==> src/rtl/fir_filter_sequencer_if.sv <==
// Control bus between the frame sequencer and one FIR_Filter instance.
// The sequencer drives every FIR control input; the filter only returns valid_out.
interface fir_filter_sequencer_if #(
  parameter int ADDR_W = 11
);
  logic [ADDR_W-1:0] input_address;
  logic              input_read;
  logic              start;
  logic              valid_out;
  logic              output_write_en;
  logic              output_read_en;
  logic [ADDR_W-1:0] output_address;

  modport master (
    output input_address,
    output input_read,
    output start,
    input  valid_out,
    output output_write_en,
    output output_read_en,
    output output_address
  );

  modport slave (
    input  input_address,
    input  input_read,
    input  start,
    output valid_out,
    input  output_write_en,
    input  output_read_en,
    input  output_address
  );
endinterface

==> src/rtl/fir_filter_sequencer.sv <==
// Frame sequencer for FIR_Filter: primes the input RAM, streams N addresses,
// captures valid_out into the output RAM, drains, and offers an output-RAM readback sweep.
module fir_filter_sequencer #(
  parameter int ADDR_W        = 11,
  parameter int CNT_W         = 12,
  parameter int DRAIN_TIMEOUT = 64
) (
  input  logic                   clk,
  input  logic                   rst,
  input  logic                   go,
  input  logic [CNT_W-1:0]       num_samples,
  input  logic                   readback_req,
  fir_filter_sequencer_if.master filt,
  output logic                   busy,
  output logic                   done,
  output logic                   error,
  output logic [CNT_W-1:0]       out_count
);
  localparam int IDLE_W = $clog2(DRAIN_TIMEOUT + 1);
  localparam logic [CNT_W-1:0]  CNT_ZERO   = {CNT_W{1'b0}};
  localparam logic [CNT_W-1:0]  CNT_ONE    = {{(CNT_W-1){1'b0}}, 1'b1};
  localparam logic [ADDR_W-1:0] ADDR_ZERO  = {ADDR_W{1'b0}};
  localparam logic [ADDR_W-1:0] ADDR_ONE   = {{(ADDR_W-1){1'b0}}, 1'b1};
  localparam logic [IDLE_W-1:0] IDLE_ZERO  = {IDLE_W{1'b0}};
  localparam logic [IDLE_W-1:0] IDLE_ONE   = {{(IDLE_W-1){1'b0}}, 1'b1};
  localparam logic [IDLE_W-1:0] IDLE_LIMIT = IDLE_W'(DRAIN_TIMEOUT);

  typedef enum logic [2:0] {
    IDLE     = 3'd0,
    PRIME    = 3'd1,
    STREAM   = 3'd2,
    DRAIN    = 3'd3,
    FINISH   = 3'd4,
    READBACK = 3'd5
  } state_t;

  state_t            state_r, state_s;
  logic [CNT_W-1:0]  n_r, n_s;
  logic [CNT_W-1:0]  wr_ptr_r, wr_ptr_s;
  logic [CNT_W-1:0]  rd_ptr_r, rd_ptr_s;
  logic [CNT_W-1:0]  out_count_r, out_count_s;
  logic [ADDR_W-1:0] in_addr_r, in_addr_s;
  logic [IDLE_W-1:0] idle_r, idle_s;
  logic              in_read_r, in_read_s;
  logic              start_r, start_s;
  logic              rd_en_r, rd_en_s;
  logic              busy_r, busy_s;
  logic              done_r, done_s;
  logic              error_r, error_s;
  logic              capture_s, write_en_s;

  // Capture strobe is combinational so it lines up with the filter's data_out; wr_ptr saturates at N.
  always_comb begin
    capture_s  = (state_r == STREAM) || (state_r == DRAIN);
    write_en_s = capture_s && filt.valid_out && (wr_ptr_r < n_r);
  end

  // Next-state and next-output logic; outputs are computed for the state being entered.
  always_comb begin
    state_s     = state_r;
    n_s         = n_r;
    wr_ptr_s    = wr_ptr_r + {{(CNT_W-1){1'b0}}, write_en_s};
    rd_ptr_s    = CNT_ZERO;
    in_addr_s   = ADDR_ZERO;
    idle_s      = IDLE_ZERO;
    in_read_s   = 1'b0;
    start_s     = 1'b0;
    rd_en_s     = 1'b0;
    done_s      = 1'b0;
    error_s     = error_r;
    out_count_s = out_count_r;
    case (state_r)
      IDLE: begin
        if (go) begin
          error_s  = 1'b0;
          wr_ptr_s = CNT_ZERO;
          if (num_samples != CNT_ZERO) begin
            n_s       = num_samples;
            state_s   = PRIME;
            in_read_s = 1'b1;
          end else begin
            state_s     = FINISH;
            done_s      = 1'b1;
            out_count_s = CNT_ZERO;
          end
        end else if (readback_req) begin
          if (out_count_r != CNT_ZERO) begin
            state_s = READBACK;
            rd_en_s = 1'b1;
          end else begin
            state_s = FINISH;
            done_s  = 1'b1;
          end
        end else begin
          state_s = IDLE;
        end
      end
      PRIME: begin
        state_s   = STREAM;
        start_s   = 1'b1;
        in_read_s = 1'b1;
      end
      STREAM: begin
        start_s = 1'b1;
        if (CNT_W'(in_addr_r) == n_r - CNT_ONE) begin
          state_s   = DRAIN;
          in_addr_s = in_addr_r;
        end else begin
          in_read_s = 1'b1;
          in_addr_s = in_addr_r + ADDR_ONE;
        end
      end
      DRAIN: begin
        in_addr_s = in_addr_r;
        idle_s    = filt.valid_out ? IDLE_ZERO : idle_r + IDLE_ONE;
        if (wr_ptr_s == n_r) begin
          state_s     = FINISH;
          done_s      = 1'b1;
          out_count_s = wr_ptr_s;
        end else if (idle_s == IDLE_LIMIT) begin
          state_s     = FINISH;
          done_s      = 1'b1;
          error_s     = 1'b1;
          out_count_s = wr_ptr_s;
        end else begin
          start_s = 1'b1;
        end
      end
      FINISH: begin
        state_s = IDLE;
      end
      READBACK: begin
        if (rd_ptr_r == out_count_r - CNT_ONE) begin
          state_s = FINISH;
          done_s  = 1'b1;
        end else begin
          rd_ptr_s = rd_ptr_r + CNT_ONE;
          rd_en_s  = 1'b1;
        end
      end
      default: begin
        state_s = IDLE;
      end
    endcase
    busy_s = (state_s != IDLE);
  end

  // State and registered-output update with synchronous reset.
  always_ff @(posedge clk) begin
    if (rst) begin
      state_r     <= IDLE;
      n_r         <= CNT_ZERO;
      wr_ptr_r    <= CNT_ZERO;
      rd_ptr_r    <= CNT_ZERO;
      out_count_r <= CNT_ZERO;
      in_addr_r   <= ADDR_ZERO;
      idle_r      <= IDLE_ZERO;
      in_read_r   <= 1'b0;
      start_r     <= 1'b0;
      rd_en_r     <= 1'b0;
      busy_r      <= 1'b0;
      done_r      <= 1'b0;
      error_r     <= 1'b0;
    end else begin
      state_r     <= state_s;
      n_r         <= n_s;
      wr_ptr_r    <= wr_ptr_s;
      rd_ptr_r    <= rd_ptr_s;
      out_count_r <= out_count_s;
      in_addr_r   <= in_addr_s;
      idle_r      <= idle_s;
      in_read_r   <= in_read_s;
      start_r     <= start_s;
      rd_en_r     <= rd_en_s;
      busy_r      <= busy_s;
      done_r      <= done_s;
      error_r     <= error_s;
    end
  end

  assign filt.input_address   = in_addr_r;
  assign filt.input_read      = in_read_r;
  assign filt.start           = start_r;
  assign filt.output_write_en = write_en_s;
  assign filt.output_read_en  = rd_en_r;
  assign filt.output_address  = capture_s ? wr_ptr_r[ADDR_W-1:0] : rd_ptr_r[ADDR_W-1:0];
  assign busy                 = busy_r;
  assign done                 = done_r;
  assign error                = error_r;
  assign out_count            = out_count_r;
endmodule

==> src/flat_wrapper.sv <==
// flat-port wrapper written by rule: the top's interface ports become plain ports
module fir_filter_sequencer_flat 
#(
  parameter int ADDR_W        = 11,
  parameter int CNT_W         = 12,
  parameter int DRAIN_TIMEOUT = 64
)
  (clk, rst, go, num_samples, readback_req, busy, done, error, out_count, filt_input_address, filt_input_read, filt_start, filt_valid_out, filt_output_write_en, filt_output_read_en, filt_output_address);
  fir_filter_sequencer_if #(.ADDR_W(ADDR_W)) filt_i ();
  input  logic clk;
  input  logic rst;
  input  logic go;
  input  logic [CNT_W-1:0] num_samples;
  input  logic readback_req;
  output logic busy;
  output logic done;
  output logic error;
  output logic [CNT_W-1:0] out_count;
  output wire logic [$bits(filt_i.input_address)-1:0] filt_input_address;
  output wire logic [$bits(filt_i.input_read)-1:0] filt_input_read;
  output wire logic [$bits(filt_i.start)-1:0] filt_start;
  input wire logic [$bits(filt_i.valid_out)-1:0] filt_valid_out;
  output wire logic [$bits(filt_i.output_write_en)-1:0] filt_output_write_en;
  output wire logic [$bits(filt_i.output_read_en)-1:0] filt_output_read_en;
  output wire logic [$bits(filt_i.output_address)-1:0] filt_output_address;
  assign filt_input_address = filt_i.input_address;
  assign filt_input_read = filt_i.input_read;
  assign filt_start = filt_i.start;
  assign filt_i.valid_out = filt_valid_out;
  assign filt_output_write_en = filt_i.output_write_en;
  assign filt_output_read_en = filt_i.output_read_en;
  assign filt_output_address = filt_i.output_address;
  fir_filter_sequencer #(.ADDR_W(ADDR_W), .CNT_W(CNT_W), .DRAIN_TIMEOUT(DRAIN_TIMEOUT)) u_core (.clk(clk), .rst(rst), .go(go), .num_samples(num_samples), .readback_req(readback_req), .filt(filt_i), .busy(busy), .done(done), .error(error), .out_count(out_count));
endmodule
==> config.mk <==
export PLATFORM = sky130hd
export DESIGN_NAME = fir_filter_sequencer_flat
export DESIGN_NICKNAME = d
export VERILOG_FILES = /design/src/rtl/fir_filter_sequencer_if.sv /design/src/rtl/fir_filter_sequencer.sv /design/src/flat_wrapper.sv
export SDC_FILE = /design/constraint.sdc
export NUM_CORES = 1
export LEC_CHECK = 0
export CORE_MARGIN = 2
export CORE_UTILIZATION = 35
export DETAILED_ROUTE_END_ITERATION = 8
export PLACE_DENSITY_LB_ADDON = 0.05
export SYNTH_ARGS = -nofsm -noshare
export SYNTH_HDL_FRONTEND = slang
export SYNTH_SLANG_ARGS = --single-unit
==> constraint.sdc <==
create_clock -name clk -period 7.3 [get_ports clk]
set_clock_uncertainty 0.1 [all_clocks]
set_input_delay 0.73 -clock clk [delete_from_list [all_inputs] [get_ports clk]]
set_output_delay 0.73 -clock clk [all_outputs]
set_load 0.01 [all_outputs]
=== After elaboration in Yosys (flattened, before gate mapping) ===
Index checks and enable logic that the tools add are counted.

* Add/subtract/negate cells: 6
* $lt $le $gt $ge: 1
* Equal/unequal tests: 14
* Multiplexer cells: 44
* Bitwise logic cells: 2
* Reduce and logical (&&, ||, !) cells: 15

{| class="wikitable"
|+ Operator list
! cell !! count
|-
| $mux W12 || 6
|-
| $eq A12 B12 Y1 || 2
|-
| $pmux W12 S2 || 1
|-
| $reduce_bool A12 Y1 || 2
|-
| $sub A12 B1 Y12 const B || 2
|-
| $mux W11 || 2
|-
| $pmux W11 S2 || 1
|-
| $mux W3 || 7
|-
| $mux W1 || 20
|-
| $pmux W3 S5 || 1
|-
| $add A12 B1 Y12 || 1
|-
| $add A12 B1 Y12 const B || 1
|-
| $eq A11 B12 Y1 || 1
|-
| $lt A12 B12 Y1 || 1
|-
| $add A11 B1 Y11 const B || 1
|-
| $ne A2 B2 Y1 const B || 5
|-
| $reduce_and A4 Y1 || 2
|-
| $add A7 B1 Y7 const B || 1
|-
| $eq A7 B7 Y1 const B || 1
|-
| $mux W7 || 1
|-
| $eq A3 B2 Y1 const B || 2
|-
| $pmux W1 S2 || 3
|-
| $pmux W1 S3 || 2
|-
| $reduce_or A2 Y1 || 2
|-
| 12 further kinds || 14
|}

* Bits in registers: 75
* Input port bits: 17
* Output and inout port bits: 41
* Word-level logic and storage cells: 95

=== Logic depth before layout (Yosys ltp) ===
Gate-level depths: netlist of the first run.

* Depth after elaboration: 9
* Gate-level depth with buffers: 20
* Depth with buffers taken out: 19

=== Worst setup path after synthesis of the first run ===
Ideal clock, no wire load.

* Kind: register -> register
* Start point: reg u_core.n_r[1]
* End point: reg u_core.out_count_r[2], in the netlist u_core.out_count[2]
* Library setup time: 0.130 ns
* Arrival: 4.332 ns
* Required time: 7.070 ns
* Path slack: 2.738 ns
* Stages on the path, launching flop included: 21
* Path buffers: 1
* Period minus slack after synthesis: 4.562 ns
* Cell sequence: dfxtp_1 -> inv_1 -> ha_1 -> a21o_1 -> a21o_1 -> a21o_1 -> a21o_1 -> a21o_1 -> a21o_1 -> a31oi_1 -> ha_1 -> ha_1 -> xnor2_1 -> xnor2_1 -> a311o_1 -> or4_1 -> nor4_1 -> o21ai_0 -> a21oi_1 -> buf_4 -> o32ai_1

* Longest elaborated chain between the ends: 6
* Elaborated cells between the ends (all ways): 9
* Those cells by class: add/sub (1); order compare (1); eq/ne (2); mux (3); reduce/logical (2)

{| class="wikitable"
|+ RTL lines
! what !! RTL line !! text
|-
| start, declared || fir_filter_sequencer.sv:38 || <nowiki>logic [CNT_W-1:0] n_r, n_s;</nowiki>
|-
| start signal, assigned || fir_filter_sequencer.sv:166 || <nowiki>n_r <= n_s;</nowiki>
|-
| $lt A12 B12 Y1 * || fir_filter_sequencer.sv:55 || <nowiki>write_en_s = capture_s && filt.valid_out && (wr_ptr_r < n_r);</nowiki>
|-
| $logic_and A1 B1 Y1 * || fir_filter_sequencer.sv:55 ||
|-
| named net filt_output_write_en || flat_wrapper.sv:23 || <nowiki>output wire logic [$bits(filt_i.output_write_en)-1:0] filt_output_write_en;</nowiki>
|-
| $add A12 B1 Y12 * || fir_filter_sequencer.sv:62 || <nowiki>wr_ptr_s = wr_ptr_r + {{(CNT_W-1){1'b0}}, write_en_s};</nowiki>
|-
| $eq A12 B12 Y1 or $mux W12 (tied branches) || fir_filter_sequencer.sv:116, fir_filter_sequencer.sv:120 ||
|-
| $ne A3 B3 Y1 (no line) or $mux W12 (tied branches) || -- ||
|-
| $reduce_and A4 Y1 (no line) or $pmux W12 S2 (tied branches) || -- ||
|-
| end signal, assigned || fir_filter_sequencer.sv:169 || <nowiki>out_count_r <= out_count_s;</nowiki>
|-
| end, declared || fir_filter_sequencer.sv:41 || <nowiki>logic [CNT_W-1:0] out_count_r, out_count_s;</nowiki>
|}

Mark *: on every way through the listed nets, which the timed path passes. The rest lies on a longest branch. The select of a mux whose other input is x is not followed.
A chain may end at the register's enable or synchronous reset.

=== Worst setup path after layout of the first run ===
* Start point: reg u_core.n_r[1]
* End point: reg u_core.out_count_r[2], in the netlist u_core.out_count[2]

* Longest elaborated chain between the ends: 6
* Elaborated cells between the ends (all ways): 9
* Those cells by class: add/sub (1); order compare (1); eq/ne (2); mux (3); reduce/logical (2)

{| class="wikitable"
|+ RTL lines
! what !! RTL line
|-
| $lt A12 B12 Y1 || fir_filter_sequencer.sv:55
|-
| $logic_and A1 B1 Y1 || fir_filter_sequencer.sv:55
|-
| $add A12 B1 Y12 || fir_filter_sequencer.sv:62
|-
| $eq A12 B12 Y1 or $mux W12 (tied branches) || fir_filter_sequencer.sv:116, fir_filter_sequencer.sv:120
|-
| $ne A3 B3 Y1 (no line) or $mux W12 (tied branches) || --
|-
| $reduce_and A4 Y1 (no line) or $pmux W12 S2 (tied branches) || --
|}

Several ways; a longest one is shown, not always the timed one. The select of a mux whose other input is x is not followed.

==> results.cfg, run 1 <==
[grt]
grt_overflow = 0
grt_pass1_wl_mm = 20.8
grt_max_degree = 34
antenna_found_initial = 0
grt_pass1_vias = 3894
grtUsageTotal = 0.191

[floorplan]
rows = 41
core_area_mm2 = 0.0127
start_util = 0.361
dieWidth_um = 118
pin_count = 58
die-area_mm2 = 0.0140
chipHeight_um = 118

[placement]
routabilityCongestion = 0.881
numPortBuffers = 57
post-place-ws_ps = 1920
dpl_cell_area_mm2 = 0.00526
hpwl_mm = 10.0

[drt]
wl_per_cell_um = 17.0
drt_iter0_drc = 203
routed_wl_mm = 12.8
first_pass_iters = 7
vias = 3888
antenna_left = 0
viasPerCell = 5.14
drcViolationCount = 0

[synthesis]
synthTopCellsByCount = 75 x dfxtp_1, 70 x nor2_1, 44 x xnor2_1
yosysMostFrequentCell = dfxtp_1
seq_area_frac_synth = 0.328
netlist.area_leader.share = 0.328
yosys_warnings = 0
yosysUniqueCellTypes = 62
synth_edf_count = 0
avgSynthCellArea_um2 = 8.47
ys_seq_elements = 75
synth-async-reset-ratio = 0
synth_area_leaders = dfxtp_1 33%, xnor2_1 8.4%, xor2_1 6.1%, nor2_1 5.7%, ha_1 5.2%
synthFlopType = dfxtp_1
synth_cells = 540
synthesis.nets = 576
synth_top_cell_by_area = dfxtp_1
netlist_area_mm2 = 0.00458

[timing]
slew_viol_final = 0
max_slew_margin = 0.327
setup_viol_count_final = 0
min_period_ps = 5410
max_freq_mhz = 185
worst_slew_pin_slew_ps = 996
hold_viol_final = 0
whs_ps = 363
rsz0062_at_grt = no
worst_slack_ps = 1890
fin_tns_setup_ps = 0
period_share = 0.741

[cts]
clk_latency_ps = 350
h-tree-depth = 3
cts_tree = yes
postCtsSetupBuffers = 0
cts_root_buf = clkbuf_16
cts.repair.resized = 0
postCtsHoldBufs = 0
clk_pin_slew_ps = 60
numClockSinks = 75
clockBufferDepth = 2
cts_made_buffers = 9

[worst_setup_path]
crit_required_ps = 7390
crit_cells = 19
crit_start = u_core.n_r[1]
critPathCapture = u_core.out_count[2]
worstSetupEndpointType = register
slowest_stage = a21oi_1
startpoint_type = register
crit_buf_inv = 1
crit_chain = inv_1 -> ha_1 -> a21o_1 -> a21o_1 -> a21o_1 -> a21o_1 -> a21o_1 -> a21o_1 -> a31oi_1 -> ha_1 -> ha_1 -> xnor2_1 -> xnor2_1 -> a311o_1 -> or4_1 -> nor4_1 -> o21ai_0 -> a21oi_1 -> o32ai_1
cp_data_arrival_time_ps = 5490
critPathTopFamily = compound AO/OA/AOI/OAI gates
slowest_delay_ps = 780
crit_top_cell = a21o_1
reg2reg_from = u_core.n_r[1]
r2r-end = u_core.out_count[2]
reg2reg_slack_ps = 1890
r2r_cells = 19
crit_type = reg2reg
cp_max_fo = 12

[layout]
antennaDiodeCount = 0
design_area_mm2 = 0.00558
num-fill-cells = 1309
final_layout_size_suffix_gt1_frac = 0.0702
area_delta_synth_final_pct = 21.8
nNetsFinal = 616

[run]
max_cap_violations = 0

[pwr]
p_leak_nw = 2.00
peakVddDrop_mv = 0.110
p_per_area_mw_per_mm2 = 201

[outcome]
status = finished, final reports clean

[min_path]
hold_start = u_core.idle_r[0]
hold_class = reg2reg
==> placed cells by master (no fill, tap or decap), types with 5 or more instances in the layout <==
cell,synthesis,layout
mux2_2,10,10
a21o_1,6,6
mux2i_1,13,13
xor2_1,32,32
o32ai_1,13,13
o21ai_0,5,5
or4_1,5,5
inv_1,32,32
ha_1,19,19
nor2_1,70,70
a21oi_1,14,14
nor4_1,12,12
nand4_1,10,10
nor3_1,16,16
xnor2_1,44,44
or2_2,5,5
nor2b_1,7,7
nand2b_1,7,7
and3_1,11,11
clkdlybuf4s50_1,0,57
nand2_1,25,25
nand3_1,18,18
clkbuf_16,0,9
dfxtp_1,75,75
a31oi_1,5,5
==> logic make-up after synthesis <==
| logic type | synth area share |
|---|---|
| AOI/OAI and AO/OA | 0.125 |
| xor gates and xnor gates | 0.155 |
| adders and majority gates | 0.0520 |
| buffers and inverters | 0.0547 |
| DFF | 0.328 |
| muxes | 0.0530 |
| and+or+nand+nor | 0.232 |
==> worst min path at each step <==
| stage | to | cells after the start |
|---|---|---|
| after floorplan | u_core.idle_r[0] | 1 |
| after CTS | u_core.idle_r[0] | 1 |
| after global placement | u_core.idle_r[0] | 1 |
| final | u_core.idle_r[0] | 1 |
| after global routing | u_core.idle_r[0] | 1 |
| after detailed placement | u_core.idle_r[0] | 1 |
==> power by group <==
part	internal, W	leakage, nW	switching (W)
Sequential	0.000424	0.607	0.0000264
Clock	0.000307	0.148	0.000178
Combinational	0.0000895	1.25	0.0000958
==> state kept, by name, indices dropped and copies added (netlist names), 3 cells and up <==
name / count
u_core.idle_r: 7
u_core.n_r: 12
u_core.state_r: 3
u_core.wr_ptr_r: 12
u_core.out_count: 12
u_core.filt.input_address: 11
u_core.rd_ptr_r: 12
==> stage by stage <==
step	util	std cells	total power, W
2_1_floorplan	-	540	0.000585
3_3_place_gp	0.415	741	0.000643
3_5_place_dp	0.415	741	0.000645
4_1_cts	0.440	756	0.00113
5_1_grt	0.440	756	0.00117
6_report	0.440	756	0.00112
==> layer usage <==
metal  track usage  vias to the layer above  share of wire
li1              -                     1986              -
met1         0.238                     1801           0.47
met2         0.321                       80           0.47
met3        0.0314                       21          0.034
met4        0.0911                        0          0.027
met5             0                        -              0
==> area by class of cell <==
type / instances / area [um^2] / area share
flip-flops and latches: 75 / 1500 / 0.269
well taps: 172 / 215 / 0.0386
clock inverters: 4 / 75.1 / 0.0135
repair buffers: 60 / 593 / 0.106
inverters: 33 / 124 / 0.0222
multi-input cells: 401 / 2820 / 0.507
clock buffers: 11 / 243 / 0.0435
==> worst reg2reg max path, delay by kind of cell (launching register included) <==
family                   cells  cell delay [ps]
flip-flops                   1              440
buffers and inverters        1              100
AND/OR/NAND/NOR              2              810
adder cells (fa/ha/maj)      3              710
AO/OA/AOI/OAI               11             2750
XOR/XNOR                     2              350
Power figures use the tool's default switching activity.
==> run 2: changes to the inputs <==
==> constraint.sdc (replaced) <==
create_clock -name clk -period 5.6 [get_ports clk]
set_clock_uncertainty 0.1 [all_clocks]
set_input_delay 0.56 -clock clk [delete_from_list [all_inputs] [get_ports clk]]
set_output_delay 0.56 -clock clk [all_outputs]
set_load 0.01 [all_outputs]
==> run 2 against run 1 <==
Compared with the run above: register-to-register slack lost 1300 ps; worst hold slack gained 4.9 ps; sequential cell count is the same; sequential share of layout area shrank 0.084 points; routed wire length grew 1.2%; critical path depth grew 1; via count grew 2.7%; cell count grew 0.53%; global-route usage shrank 0.27 points; clock power grew 26%; count of clock-buffer cells in the layout is the same; first-iteration DRC count grew 21%; largest power group unchanged; highest routed layer unchanged.
==> results.cfg, run 2 (synthesis results as in run 1) <==
[outcome]
status = finished, final reports clean

[cts]
cts.repair.resized = 0
postCtsHoldBufs = 0
clockBufferDepth = 2
cts_tree = yes
numClockSinks = 75
postCtsSetupBuffers = 0
h-tree-depth = 3
cts_made_buffers = 9
clk_latency_ps = 340
cts_root_buf = clkbuf_16
clk_pin_slew_ps = 60

[pwr]
p_leak_nw = 2.02
p_per_area_mw_per_mm2 = 257
peakVddDrop_mv = 0.132

[floorplan]
start_util = 0.361
chipHeight_um = 118
die-area_mm2 = 0.0140
dieWidth_um = 118
pin_count = 58
rows = 41
core_area_mm2 = 0.0127

[drt]
drcViolationCount = 0
drt_iter0_drc = 246
vias = 3992
first_pass_iters = 6
wl_per_cell_um = 17.1
antenna_left = 0
viasPerCell = 5.25
routed_wl_mm = 13.0

[timing]
worst_slew_pin_slew_ps = 1060
slew_viol_final = 0
hold_viol_final = 0
rsz0062_at_grt = no
max_slew_margin = 0.286
max_freq_mhz = 199
setup_viol_count_final = 0
period_share = 0.899
whs_ps = 368
min_period_ps = 5030
fin_tns_setup_ps = 0
worst_slack_ps = 565

[worst_setup_path]
critPathTopFamily = compound AO/OA/AOI/OAI gates
reg2reg_slack_ps = 570
crit_start = u_core.n_r[1]
cp_max_fo = 11
r2r-end = u_core.out_count[6]
crit_buf_inv = 2
worstSetupEndpointType = register
crit_chain = inv_1 -> ha_1 -> a21o_1 -> a21o_1 -> a21o_1 -> a21o_1 -> a21o_1 -> a21o_1 -> a31oi_1 -> ha_1 -> ha_1 -> xnor2_1 -> xnor2_1 -> a311o_1 -> or4_1 -> nor4_1 -> o21ai_0 -> a21oi_1 -> buf_4 -> o32ai_1
slowest_delay_ps = 520
startpoint_type = register
crit_cells = 20
slowest_stage = nor4_1
reg2reg_from = u_core.n_r[1]
crit_type = reg2reg
crit_required_ps = 5700
r2r_cells = 20
critPathCapture = u_core.out_count[6]
cp_data_arrival_time_ps = 5130
crit_top_cell = a21o_1

[run]
max_cap_violations = 0

[layout]
design_area_mm2 = 0.00559
nNetsFinal = 619
layout_common_cells = 75 x dfxtp_1, 70 x nor2_1, 57 x clkdlybuf4s50_1, 44 x xnor2_1
num-fill-cells = 1263
final_layout_size_suffix_gt1_frac = 0.0782
mostFrequentLayoutCell = dfxtp_1
area_delta_synth_final_pct = 22.2
antennaDiodeCount = 0

[placement]
hpwl_mm = 10.0
post-place-ws_ps = 562
routabilityCongestion = 0.856
numPortBuffers = 57
dpl_cell_area_mm2 = 0.00528

[grt]
grt_util_met1 = 0.247
busiest_layer = met2
grt_max_degree = 34
grt_overflow = 0
use_met2 = 0.306
grtUsageMet3 = 0.0415
grt_pass1_wl_mm = 20.8
antenna_found_initial = 0
grtUsageTotal = 0.189
grt_pass1_vias = 3843

[min_path]
hold_class = reg2reg
hold_start = u_core.idle_r[0]
run 2: layout make-up:
class	count	area, um^2	share of cell area
clock inverter	5	60.1	0.0107
sequential	75	1500	0.268
multi-input combinational	401	2820	0.505
clock buffer	11	253	0.0452
timing repair buffer	63	616	0.110
tap	172	215	0.0385
inverter	33	124	0.0221
run 2: power breakdown:
group	switching (W)	total, W	internal [W]
combinational	0.000126	0.000244	0.000118
clock	0.000241	0.000612	0.000371
sequential	0.0000314	0.000583	0.000552
run 2: routing by layer:
layer | part of all wire | up-vias
li1 | - | 1989
met1 | 0.47 | 1897
met2 | 0.47 | 93
met3 | 0.037 | 13
met4 | 0.019 | 0
met5 | 0 | -
run 2: worst min path at each step:
stage	end	depth (start not counted)
floorplan	u_core.idle_r[0]	1
global placement	u_core.idle_r[0]	1
detailed placement	u_core.idle_r[0]	1
CTS	u_core.idle_r[0]	1
global route	u_core.idle_r[0]	1
finish	u_core.idle_r[0]	1
run 2: per-stage QoR:
stage,util,instances,total power (W)
finish,0.441,760,0.00144
global route,0.441,760,0.00151
global placement,0.417,744,0.000839
floorplan,-,540,0.000763
detailed placement,0.417,744,0.000840
CTS,0.441,760,0.00146
